--- src/rtl/mem_arb_pkg.sv ---
// Shared types and constants for the instruction/data memory port arbiter.
package mem_arb_pkg;

  typedef enum logic [1:0] {
    IDLE,
    IF_WAIT,
    D_WAIT,
    ERR_RSP
  } arb_state_e;

  // RV32I load funct3 encodings
  localparam logic [2:0] LB  = 3'b000;
  localparam logic [2:0] LH  = 3'b001;
  localparam logic [2:0] LW  = 3'b010;
  localparam logic [2:0] LBU = 3'b100;
  localparam logic [2:0] LHU = 3'b101;
  // RV32I store funct3 encodings
  localparam logic [2:0] SB  = 3'b000;
  localparam logic [2:0] SH  = 3'b001;
  localparam logic [2:0] SW  = 3'b010;

  localparam int unsigned STARVE_MAX_DEFAULT = 3;

endpackage

--- src/rtl/mem_align_check.sv ---
// Decides whether a data access has a legal funct3 for its direction and is
// naturally aligned for its size.
module mem_align_check
  import mem_arb_pkg::*;
(
  input  logic       we_i,
  input  logic [2:0] func3_i,
  input  logic [1:0] addr_lo_i,
  output logic       legal_o
);

  always_comb begin
    legal_o = 1'b0;
    if (we_i) begin
      case (func3_i)
        SB:      legal_o = 1'b1;
        SH:      legal_o = ~addr_lo_i[0];
        SW:      legal_o = (addr_lo_i == 2'b00);
        default: legal_o = 1'b0;
      endcase
    end else begin
      case (func3_i)
        LB, LBU: legal_o = 1'b1;
        LH, LHU: legal_o = ~addr_lo_i[0];
        LW:      legal_o = (addr_lo_i == 2'b00);
        default: legal_o = 1'b0;
      endcase
    end
  end

endmodule

--- src/rtl/mem_port_arbiter.sv ---
// Shares one single-cycle memory port between instruction fetch and data
// accesses; data has priority, with a bounded starvation counter for fetch.
module mem_port_arbiter
  import mem_arb_pkg::*;
#(
  parameter int unsigned ADDR_W     = 32,
  parameter int unsigned STARVE_MAX = STARVE_MAX_DEFAULT
) (
  input  logic              clk,
  input  logic              rst,
  input  logic              if_req,
  input  logic [ADDR_W-1:0] if_addr,
  output logic              if_gnt,
  output logic              if_rvalid,
  output logic [31:0]       if_rdata,
  input  logic              d_req,
  input  logic              d_we,
  input  logic [2:0]        d_func3,
  input  logic [ADDR_W-1:0] d_addr,
  input  logic [31:0]       d_wdata,
  output logic              d_gnt,
  output logic              d_rvalid,
  output logic [31:0]       d_rdata,
  output logic              d_err,
  output logic [ADDR_W-1:0] mem_addr,
  output logic [2:0]        mem_func3,
  output logic [31:0]       mem_wdata,
  output logic              mem_read,
  output logic              mem_write,
  input  logic [31:0]       mem_rdata
);

  localparam int unsigned CntW = (STARVE_MAX < 1) ? 1 : $clog2(STARVE_MAX + 1);
  localparam logic [CntW-1:0] StarveMax = CntW'(STARVE_MAX);

  arb_state_e      state_q, state_d;
  logic [CntW-1:0] starve_q, starve_d;
  logic            d_load_q;
  logic            d_legal;

  mem_align_check u_align (
    .we_i      (d_we),
    .func3_i   (d_func3),
    .addr_lo_i (d_addr[1:0]),
    .legal_o   (d_legal)
  );

  always_comb begin
    if_gnt    = 1'b0;
    d_gnt     = 1'b0;
    mem_addr  = '0;
    mem_func3 = '0;
    mem_wdata = '0;
    mem_read  = 1'b0;
    mem_write = 1'b0;
    state_d   = state_q;
    starve_d  = if_req ? starve_q : '0;
    case (state_q)
      IDLE: begin
        if (!rst) begin
          if (if_req && (!d_req || starve_q == StarveMax)) begin
            if_gnt    = 1'b1;
            mem_read  = 1'b1;
            mem_func3 = LW;
            mem_addr  = if_addr;
            starve_d  = '0;
            state_d   = IF_WAIT;
          end else if (d_req) begin
            d_gnt = 1'b1;
            if (if_req && starve_q != StarveMax) begin
              starve_d = starve_q + 1'b1;
            end
            // Illegal accesses are granted but never reach the memory.
            if (d_legal) begin
              mem_read  = ~d_we;
              mem_write = d_we;
              mem_func3 = d_func3;
              mem_addr  = d_addr;
              mem_wdata = d_wdata;
              state_d   = D_WAIT;
            end else begin
              state_d = ERR_RSP;
            end
          end
        end
      end
      default: state_d = IDLE;
    endcase
  end

  // Responses are decoded from state so they line up with mem_rdata.
  always_comb begin
    if_rvalid = (state_q == IF_WAIT) && !rst;
    if_rdata  = if_rvalid ? mem_rdata : '0;
    d_rvalid  = ((state_q == D_WAIT) || (state_q == ERR_RSP)) && !rst;
    d_err     = (state_q == ERR_RSP) && !rst;
    d_rdata   = ((state_q == D_WAIT) && !rst && d_load_q) ? mem_rdata : '0;
  end

  always_ff @(posedge clk) begin
    if (rst) begin
      state_q  <= IDLE;
      starve_q <= '0;
      d_load_q <= 1'b0;
    end else begin
      state_q  <= state_d;
      starve_q <= starve_d;
      if (d_gnt) begin
        d_load_q <= ~d_we;
      end
    end
  end

endmodule

--- config.mk ---
export PLATFORM = sky130hd
export DESIGN_NAME = mem_port_arbiter
export DESIGN_NICKNAME = d
export VERILOG_FILES = /design/src/rtl/mem_arb_pkg.sv /design/src/rtl/mem_align_check.sv /design/src/rtl/mem_port_arbiter.sv
export SDC_FILE = /design/constraint.sdc
export NUM_CORES = 1
export LEC_CHECK = 0
export BUFFER_PORTS_ARGS = -buffer_cell sky130_fd_sc_hd__buf_2
export CAP_MARGIN = 5
export CORE_AREA = 2 2 105 107
export CTS_CLUSTER_DIAMETER = 80
export CTS_CLUSTER_SIZE = 14
export DETAILED_ROUTE_END_ITERATION = 16
export DIE_AREA = 0 0 107 109
export PLACE_DENSITY = 0.46
export SLEW_MARGIN = 10
export SYNTH_ARGS = -nofsm -noshare
export SYNTH_HDL_FRONTEND = slang
export SYNTH_SLANG_ARGS = --single-unit
--- constraint.sdc ---
create_clock -name clk -period 5.7 [get_ports clk]
set_input_delay 1.71 -clock clk [delete_from_list [all_inputs] [get_ports clk]]
set_output_delay 1.71 -clock clk [all_outputs]
set_load 0.02 [all_outputs]
---- After elaboration in Yosys (flattened, before gate mapping) ----
Cells that the tools add are included.
storage, ports and cells
  input port bits ......................... 136
  register bits ........................... 5
  output and inout bits ................... 138
  logic and storage cells ................. 81
operators by class
  reductions and logical operators ........ 19
  multiplexer cells ....................... 45
  add/subtract/negate cells ............... 1
  eq/ne operators ......................... 9
  bitwise gates (word level) .............. 3
operator list
  cell                   number
  $mux W32               12
  $mux W1                21
  $mux W3                5
  $mux W2                5
  $logic_and A1 B1 Y1    7
  $eq A2 B2 Y1 const B   3
  $eq A3 B3 Y1 const B   2
  $pmux W1 S3            2
  $reduce_or A2 Y1       3
  $logic_not A2 Y1       2
  $eq A3 B1 Y1 const B   1
  $eq A3 B2 Y1 const B   1
  $logic_not A3 Y1       1
  $not A1 Y1             3
  $reduce_or A3 Y1       1
  $add A2 B1 Y2 const B  1
  $eq A2 B1 Y1 const B   1
  $logic_not A1 Y1       2
  $logic_or A1 B1 Y1     2
  $ne A2 B2 Y1 const B   1
  $reduce_bool A2 Y1     1

---- Depth between registers and ports, before layout ----
Gate-level depths: netlist of the first run.
  word-level depth ........................ 9
  mapped depth ............................ 6
  depth with buffers taken out ............ 4

---- Cells and area by module ----
Synthesis of the first run repeated with hierarchy kept, for this count alone.
unflattened totals
  cells, all modules ...................... 271
  area, all modules ....................... 1709.1 um^2
modules (own cells, without submodules)
  module            area each (um^2)  instances  cells an instance
  mem_port_arbiter  1690.4            1          269
  mem_align_check   18.8              1          2

---- Least setup slack after synthesis of the first run ----
OpenSTA, ideal clock, no wires.
  kind .................................... input to output
  start point ............................. in rst
  end point ............................... out mem_write
  setup slack ............................. 0.890 ns
  stages on the path ...................... 3
  path buffers ............................ 0
  data arrival time ....................... 3.100 ns
  cells stage by stage .................... or4b_2 nor2_1 and4b_1
on the way
  longest elaborated chain between the ends .. 2
RTL lines
  what         line                    source
  from (decl)  mem_port_arbiter.sv:10  input logic rst,
  $mux W1      mem_port_arbiter.sv:60  if (!rst) begin
  $mux W1      mem_port_arbiter.sv:58  case (state_q)
  to (decl)    mem_port_arbiter.sv:29  output logic mem_write,
Every way passes these cells.

---- Final worst setup path of the first run ----
  start point ............................. in rst
  end point ............................... out mem_addr[28]
on the way
  longest elaborated chain between the ends .. 2
RTL lines
  what       line                    source
  $mux W32   mem_port_arbiter.sv:60
  $mux W32   mem_port_arbiter.sv:58
  to (decl)  mem_port_arbiter.sv:25  output logic [ADDR_W-1:0] mem_addr,
Every way passes these cells.

==> impl_metrics.py, run 1 <==
metrics = {
    "timing": {
        "skew_ns": 0.002985,
        "rsz0062_at_grt": "no",
        "drv_slew": 0,
        "setup_viol": 0,
        "layout_setup_ws_ns": 0.5918,
        "post-route-period-util_pct": 89.62,
        "final.setup.tns_ns": 0,
        "worst_pin_slew_ns": 0.8828,
        "hold_viol": 0,
        "timing.fmax_ghz": 0.1958,
        "slew_headroom_pct": 41.14,
        "period_needed_ns": 5.108,
    },
    "final_layout": {
        "ff_latch_area_um2": 100.1,
        "num_antenna_cells": 0,
        "design_area_um2": 2983,
        "area.growth.synth_to_final_pct": 103.9,
        "multi_input_area_um2": 1251,
        "nets": 597,
        "drive_gt1_share_pct": 63.62,
        "finalNonFillerCells": 599,
        "nFillCells": 1180,
    },
    "floorplan": {
        "die_area_um2": 11660,
        "pin_count": 274,
        "die_h_um": 109,
        "rows": 38,
        "core_area_um2": 10600,
        "die_x_um": 107,
        "initial_core_util_pct": 13.80,
    },
    "placement": {
        "io_buffer_count": 273,
        "dp_slack_ns": 0.5930,
        "hpwl_um": 6981,
        "dp.cells": 595,
        "place.gp.congestion": 0.7570,
        "placed_cell_area_um2": 2938,
    },
    "synthesis": {
        "yosysTopAreaCell": "and2_1",
        "syn_avg_cell_area_um2": 7.387,
        "synth-adder-area-share_pct": 0.8554,
        "synth.top_cell.area_share_pct": 28.23,
        "ys_seq_elements": 5,
        "synthMuxAreaShare_pct": 0,
        "synth_xor_area_share_pct": 0,
        "synth_compound_gate_area_share_pct": 30.37,
        "synthTopCellsByArea": "and2_1 28%, a32o_1 21%, and3_1 14%, dfxtp_1 6.8%, buf_6 4.6%",
        "synth_top_family_by_area": "simple AND/OR/NAND/NOR gates",
        "synthSimpleGateAreaFrac_pct": 52.87,
        "ys_types": 35,
        "seq_area_frac_synth_pct": 6.843,
        "synth_cells": 198,
        "syn_area_um2": 1463,
        "syn-num-nets": 335,
        "yosysWarnings": 0,
    },
    "worst_hold_path": {
        "hold_class": "reg -> reg",
        "worstHoldStart": "starve_q[1]$_SDFF_PP0_",
    },
    "route": {
        "drt-total-wl_um": 8210,
        "ant_nets": 0,
        "vias_per_cell": 4.282,
        "via_count": 2565,
        "drt_iter0_markers": 105,
        "dr.pass1.iters": 4,
        "wire_per_inst_um": 13.71,
        "drc": 0,
    },
    "worst_setup_path": {
        "required_ns": 3.99,
        "reg2reg_depth": 3,
        "path_common_cell": "buf_2",
        "worstReg2RegEnd": "d_load_q$_SDFFE_PP0P_",
        "startpoint_type": "input port",
        "critPathMaxFanout": 18,
        "regToRegStartpoint": "state_q[1]$_SDFFE_PP0P_",
        "max_stage_delay_ns": 0.43,
        "crit_start": "rst",
        "r2r_slack_ns": 4.06,
        "path_cells": "buf_2 -> or3_1 -> a21oi_4 -> buf_4 -> a32o_1 -> buf_2",
        "cp-endpoint": "mem_addr[28]",
        "worstSetupPathType": "in -> out",
        "cp.arrival_ns": 3.40,
        "worstSetupEndpointType": "primary output",
        "crit_slowest_cell": "a21oi_4",
    },
    "pwr": {
        "total_power_mw": 0.2729,
        "pwr-share-clk_pct": 24.5,
        "p_leak_nw": 1.943,
        "vdd_drop_max_uv": 38.28,
        "switching_share_pct": 42.08,
        "cellPowerDensity_nw_per_um2": 91.48,
        "internal_power_mw": 0.1581,
        "seq_power_share_pct": 14.8,
        "p_sw_mw": 0.1148,
        "combPwrFrac_pct": 60.7,
    },
    "cts": {
        "cts_resized": 0,
        "h-tree-depth": 1,
        "cts_buffer_depth": 2,
        "cts_buffers": 3,
        "clk_pin_slew_ns": 0.03,
        "post_cts_buffers": 0,
        "cts-hold-fix-buffers": 0,
        "cts_tree": "yes",
        "cts_root_buf": "clkbuf_8",
        "cts_sinks": 5,
        "clock_latency_ns": 0.23,
    },
    "grt": {
        "antenna_found_initial": 0,
        "grt.total_usage_pct": 12.44,
        "grt_first_pass_wirelength_um": 11540,
        "first_global_vias": 2183,
        "grt_max_degree": 37,
        "grt.overflow.total": 0,
    },
    "run_status": {
        "outcome": "completed",
    },
    "run": {
        "cap_violations": 0,
    },
}
==> synthesized netlist by cell type (all sizes together) <==
| master | count |
|---|---|
| nor3b | 1 |
| nor2 | 3 |
| clkbuf | 12 |
| a211oi | 1 |
| a21boi | 2 |
| a21oi | 7 |
| nand2b | 2 |
| and4b | 1 |
| nor4 | 2 |
| buf | 10 |
| a221o | 1 |
| and2 | 66 |
| nor2b | 3 |
| and3 | 32 |
| o21ai | 3 |
| nand2 | 1 |
| and4 | 2 |
| o22ai | 1 |
| or3 | 1 |
| or4 | 1 |
| and3b | 1 |
| o21a | 1 |
| or4b | 1 |
| ha | 1 |
| nand3 | 3 |
| a32o | 32 |
| o21ba | 1 |
| nand3b | 1 |
| dfxtp | 5 |
==> flip-flops by register name, indices dropped and copies added, names as in the netlist <==
| signal | cells |
|---|---|
| starve_q | 2 |
| state_q | 2 |
| d_load_q | 1 |
==> layout make-up <==
type | count | share of cell area, %
clock buffers | 4 | 1.510
multi-input cells | 171 | 41.95
flip-flops and latches | 5 | 3.356
well taps | 140 | 5.872
repair buffers | 279 | 47.32
==> placed cells by master (no fill, tap or decap), drive strengths merged, types with 2 or more instances in the layout <==
master	instances
buf	279
dfxtp	5
and2	66
o21ai	3
clkbuf	4
nand3	3
a21boi	2
and3	32
nor4	2
nor2b	3
a32o	32
nand2b	2
nor2	3
a21oi	7
and4	2
==> worst max-delay path, delay by kind of cell <==
kind / cells / cell delay [ns]
simple gates: 1 / 0.39
compound gates: 2 / 0.66
buf+inv: 3 / 0.61
==> logic make-up (layout without fill, tap and decap cells) <==
group,after synthesis,in the layout
AND/OR/NAND/NOR,121,121
AO/OA/AOI/OAI,49,49
buffers and inverters,22,283
flip-flops,5,5
adder cells (fa/ha/maj),1,1
==> routing by layer <==
metal / track usage [%] / share of wire [%] / vias to the layer above
li1: - / - / 1270
met2: 22.11 / 51 / 152
met1: 14.99 / 38 / 1136
met3: 3.706 / 9.6 / 7
met4: 2.226 / 0.97 / 0
met5: 0 / 0 / -
==> worst min path at each step <==
stage	to	slack [ns]	cells past startpoint
global route	starve_q[1]$_SDFF_PP0_	0.54	2
global placement	starve_q[1]$_SDFF_PP0_	0.47	2
finish	starve_q[1]$_SDFF_PP0_	0.48	2
detailed placement	starve_q[1]$_SDFF_PP0_	0.47	2
CTS	starve_q[1]$_SDFF_PP0_	0.48	2
floorplan	starve_q[1]$_SDFF_PP0_	0.45	2
==> per-stage QoR <==
step                hold WS, ns  util [%]
finish                   0.4809     28.13
global route             0.5386     28.13
CTS                      0.4781     28.13
detailed placement       0.4735     27.71
global placement         0.4724     27.71
floorplan                0.4533         -
==> power groups by stage <==
| stage | Combinational (mW) | Sequential [mW] | Clock, mW |
|---|---|---|---|
| 3_5_place_dp | 0.166 | 0.0409 | 0 |
| 6_report | 0.166 | 0.0403 | 0.0670 |
| 3_3_place_gp | 0.164 | 0.0408 | 0 |
| 2_1_floorplan | 0.0858 | 0.0395 | 0 |
| 5_1_grt | 0.181 | 0.0408 | 0.0724 |
| 4_1_cts | 0.167 | 0.0403 | 0.0694 |
Power figures use the tool's default switching activity.
==> run 2: changes to the inputs <==
- clock period: 5.7 -> 6.32 ns (I/O delays scaled with it)
==> run 2 against run 1 <==
Register-to-register slack improved by 0.64 ns. Routed wire length shrank 2.0%. Critical path type unchanged. Clock skew shrank 0.0022 ns. Die area is the same. Critical path depth did not move. Final cell count is 0.33% lower. Sequential cell count is the same. Total power shrank 10%.
==> impl_metrics.py, run 2 (synthesis gave the netlist of run 1 again) <==
metrics = {
    "placement": {
        "dp.cells": 593,
        "io_buffer_count": 273,
        "hpwl_um": 6892,
        "dp_slack_ns": 0.7275,
        "place.gp.congestion": 0.7383,
        "placed_cell_area_um2": 2935,
    },
    "timing": {
        "holdWs_ns": 0.4700,
        "timing.fmax_ghz": 0.1790,
        "layout_setup_ws_ns": 0.7344,
        "worst_pin_slew_ns": 0.8354,
        "period_needed_ns": 5.586,
        "drv_slew": 0,
        "slew_headroom_pct": 44.31,
        "post-route-period-util_pct": 88.38,
        "hold_viol": 0,
        "rsz0062_at_grt": "no",
        "skew_ns": 0.0008020,
        "final.setup.tns_ns": 0,
        "setup_viol": 0,
    },
    "run_status": {
        "outcome": "completed",
    },
    "route": {
        "drt_iter0_markers": 100,
        "vias_per_cell": 4.181,
        "wire_per_inst_um": 13.47,
        "drc": 0,
        "drt-total-wl_um": 8043,
        "dr.pass1.iters": 4,
        "via_count": 2496,
        "ant_nets": 0,
    },
    "worst_setup_path": {
        "worstReg2RegEnd": "d_load_q$_SDFFE_PP0P_",
        "critPathMaxFanout": 64,
        "crit_start": "d_func3[0]",
        "r2r_slack_ns": 4.70,
        "cp.arrival_ns": 3.69,
        "worstSetupEndpointType": "primary output",
        "worstSetupPathType": "in -> out",
        "startpoint_type": "input port",
        "reg2reg_depth": 3,
        "regToRegStartpoint": "state_q[1]$_SDFFE_PP0P_",
        "required_ns": 4.42,
    },
    "grt": {
        "grt.overflow.total": 0,
        "grt_max_degree": 65,
        "grt.total_usage_pct": 12.30,
        "first_global_vias": 2255,
        "antenna_found_initial": 0,
        "grt_first_pass_wirelength_um": 11540,
    },
    "cts": {
        "cts_buffer_depth": 2,
        "clk_pin_slew_ns": 0.04,
        "cts_root_buf": "clkbuf_8",
        "h-tree-depth": 1,
        "cts_resized": 0,
        "cts-hold-fix-buffers": 0,
        "cts_sinks": 5,
        "post_cts_buffers": 0,
        "cts_tree": "yes",
        "clock_latency_ns": 0.22,
        "cts_buffers": 3,
    },
    "final_layout": {
        "area.growth.synth_to_final_pct": 103.8,
        "reg_top3": "starve_q x2, state_q x2, d_load_q x1",
        "mostFrequentLayoutCell": "buf_2",
        "drive_gt1_share_pct": 63.46,
        "nFillCells": 1206,
        "num_antenna_cells": 0,
        "final_cell_mix": "273 x buf_2, 66 x and2_1, 32 x and3_1, 31 x a32o_1, 6 x a21oi_1",
        "finalNonFillerCells": 597,
        "nets": 595,
        "design_area_um2": 2980,
    },
    "floorplan": {
        "rows": 38,
        "die_area_um2": 11660,
        "pin_count": 274,
        "initial_core_util_pct": 13.80,
        "core_area_um2": 10600,
        "die_x_um": 107,
        "die_h_um": 109,
    },
    "worst_hold_path": {
        "hold_class": "reg -> reg",
        "worstHoldStart": "starve_q[1]$_SDFF_PP0_",
        "whs_endpoint": "starve_q[1]$_SDFF_PP0_",
        "holdPathStages": 2,
    },
    "pwr": {
        "cellPowerDensity_nw_per_um2": 82.21,
        "vdd_drop_max_uv": 33.52,
        "p_leak_nw": 1.936,
    },
    "run": {
        "cap_violations": 0,
    },
}
-- run 2: cell types whose count changed in the layout (fill, tap and decap cells not counted) --
| cell | change |
|---|---|
| buf_12 | +1 |
| buf_4 | -3 |
-- run 2: worst max-delay path by stage --
stage | endpoint | slack, ns | cells after the start
2_1_floorplan | mem_write | 1.14 | 3
3_3_place_gp | mem_addr[28] | 0.75 | 6
3_5_place_dp | mem_addr[21] | 0.73 | 6
4_1_cts | mem_addr[21] | 0.72 | 6
5_1_grt | mem_addr[28] | 0.60 | 6
6_report | mem_addr[17] | 0.73 | 6
-- run 2: per-stage QoR --
stage	util [%]	power [mW]
5_1_grt	28.11	0.2655
4_1_cts	28.11	0.2487
3_5_place_dp	27.68	0.1870
3_3_place_gp	27.68	0.1867
6_report	28.11	0.2450
2_1_floorplan	-	0.1130
-- run 2: where the power goes --
group | internal [mW] | total, mW | switching, mW
registers | 0.0336 | 0.0363 | 0.00267
clock network | 0.0433 | 0.0596 | 0.0162
logic | 0.0658 | 0.149 | 0.0834
total | 0.143 | 0.245 | 0.102
-- run 2: critical path, cell delays in order --
cell	delay, ns
buf_2	0.13
or4_4	0.56
a21boi_4	0.16
buf_4	0.46
a32o_1	0.30
buf_2	0.18
-- run 2: cell type report --
cell class	count	area, µm²	share of cell area [%]
clock buffers	4	45.04	1.511
repair buffers	277	1409	47.27
well taps	140	175.2	5.877
flip-flops and latches	5	100.1	3.359
multi-input cells	171	1251	41.98
-- run 2: metal layers --
metal | up-vias | GRT usage (%) | share of wire, %
met4 | 0 | 1.948 | 0.78
met2 | 145 | 22.29 | 51
met5 | - | 0 | 0
met3 | 8 | 2.869 | 9.6
met1 | 1077 | 15.06 | 38
li1 | 1266 | - | -
==> run 3: changes to the inputs <==
- RECOVER_POWER: not set -> 25
- REMOVE_ABC_BUFFERS: not set -> 1
==> run 3 against run 2 <==
Register-to-register slack worse by 0.05 ns. Maximum frequency decreased by 2.4%. First-iteration DRC count up 3.0%. Die area unchanged. Design area is 0.97% lower. Setup slack worse by 0.14 ns. Routed wire length is 16% higher. Combinational power rose by 3%. Sequential power about the same.
==> impl_metrics.py, run 3 (synthesis gave the netlist of run 1 again) <==
metrics = {
    "run_status": {
        "outcome": "completed",
    },
    "placement": {
        "dp_slack_ns": 0.6515,
        "dp.cells": 593,
        "place.gp.congestion": 0.7948,
        "hpwl_um": 8028,
        "io_buffer_count": 273,
    },
    "cts": {
        "cts_buffers": 3,
        "cts_root_buf": "clkbuf_8",
        "clk_pin_slew_ns": 0.04,
        "cts-hold-fix-buffers": 0,
        "cts_tree": "yes",
        "cts_buffer_depth": 2,
        "h-tree-depth": 1,
        "clock_latency_ns": 0.22,
        "cts_sinks": 5,
        "post_cts_buffers": 0,
        "cts_resized": 0,
    },
    "worst_setup_path": {
        "crit_slowest_cell": "or4_1",
        "worstSetupPathType": "in -> out",
        "crit_family": "buffers and inverters",
        "max_stage_delay_ns": 0.59,
        "required_ns": 4.42,
        "path_common_cell": "buf_2",
        "worstSetupEndpointType": "primary output",
        "path_cells": "buf_2 -> or4_1 -> a21boi_4 -> buf_4 -> a32o_1 -> buf_2",
        "critPathMaxFanout": 64,
        "startpoint_type": "input port",
        "cp.arrival_ns": 3.83,
        "crit_buf_inv": 3,
    },
    "timing": {
        "hold_viol": 0,
        "layout_setup_ws_ns": 0.5959,
        "slew_headroom_pct": 33.30,
        "setup_viol": 0,
        "skew_ns": 0.001314,
        "drv_slew": 0,
        "timing.fmax_ghz": 0.1747,
        "rsz0062_at_grt": "no",
        "final.setup.tns_ns": 0,
        "post-route-period-util_pct": 90.57,
        "period_needed_ns": 5.724,
        "worst_pin_slew_ns": 1.000,
    },
    "route": {
        "drt-total-wl_um": 9353,
        "ant_nets": 0,
        "dr.pass1.iters": 4,
        "via_count": 2625,
        "drc": 0,
        "vias_per_cell": 4.397,
        "wire_per_inst_um": 15.67,
        "drt_iter0_markers": 103,
    },
    "pwr": {
        "internal_power_mw": 0.1414,
        "p_leak_nw": 1.846,
        "total_power_mw": 0.2476,
        "vdd_drop_max_uv": 56.30,
        "combPwrFrac_pct": 61.8,
        "cellPowerDensity_nw_per_um2": 83.88,
        "p_sw_mw": 0.1062,
        "switching_share_pct": 42.89,
        "seq_power_share_pct": 14.7,
        "pwr-share-clk_pct": 23.6,
    },
    "final_layout": {
        "finalNonFillerCells": 597,
        "final_cell_mix": "256 x buf_2, 53 x and2_1, 32 x and3_1, 31 x a32o_1, 19 x clkbuf_1",
        "num_antenna_cells": 0,
        "area.growth.synth_to_final_pct": 101.8,
        "mostFrequentLayoutCell": "buf_2",
        "reg_top3": "starve_q x2, state_q x2, d_load_q x1",
        "nets": 595,
        "drive_gt1_share_pct": 59.30,
        "fin_util_pct": 27.84,
    },
    "worst_hold_path": {
        "hold_class": "reg -> reg",
    },
    "grt": {
        "grt_first_pass_wirelength_um": 12740,
        "antenna_found_initial": 0,
        "grt_max_degree": 65,
        "grt.total_usage_pct": 13.98,
        "first_global_vias": 2448,
        "grt.overflow.total": 0,
    },
    "floorplan": {
        "initial_core_util_pct": 13.80,
        "rows": 38,
        "die_x_um": 107,
        "die_h_um": 109,
        "pin_count": 274,
        "die_area_um2": 11660,
        "core_area_um2": 10600,
    },
    "run": {
        "cap_violations": 0,
    },
}
## run 3: cell types whose count changed in the layout (fill, tap and decap cells not counted)
cell / before / now
or4_4: 1 / 0
and2_0: 0 / 13
and2_1: 66 / 53
buf_4: 3 / 2
or4_1: 0 / 1
clkbuf_1: 1 / 19
buf_2: 273 / 256
## run 3: final timing paths
kind,cells after the start,end,slack (ns),from
max,6,mem_addr[17],0.60,d_func3[0]
max reg2reg,3,d_load_q$_SDFFE_PP0P_,4.65,state_q[1]$_SDFFE_PP0P_
min,2,starve_q[1]$_SDFF_PP0_,0.50,starve_q[1]$_SDFF_PP0_
min reg2reg,2,starve_q[1]$_SDFF_PP0_,0.50,starve_q[1]$_SDFF_PP0_
## run 3: final cells by class
type,count,area [µm²]
fillers,1208,7651
repair buffers,277,1384
multi-input cells,171,1247
well taps,140,175.2
flip-flops and latches,5,100.1
clock buffers,4,45.04
## run 3: worst register-to-register path: cells and delay by family, from the launching register on
kind,cells,cell delay (ns)
simple gates,2,1.04
compound gates,1,0.12
flops,1,0.38
## run 3: routing by layer
metal | vias to the layer above | GRT usage [%] | share of wire (%)
li1 | 1263 | - | -
met1 | 1196 | 14.10 | 36
met2 | 164 | 29.39 | 54
met3 | 2 | 3.048 | 9.6
met4 | 0 | 2.134 | 0.62
met5 | - | 0 | 0
## run 3: metrics by stage
stage / cell area [µm²] / hold slack [ns]
floorplan: 1330 / 0.4533
global placement: 2935 / 0.4656
detailed placement: 2935 / 0.4846
CTS: 2980 / 0.4931
global route: 2952 / 0.5306
finish: 2952 / 0.4965
## run 3: power groups by stage
stage                     Sequential [mW]  Combinational, mW  Clock (mW)
after global routing               0.0367              0.165      0.0622
after floorplan                    0.0356             0.0690           0
after global placement             0.0369              0.154           0
final                              0.0363              0.153      0.0584
after detailed placement           0.0368              0.155           0
after CTS                          0.0364              0.156      0.0592
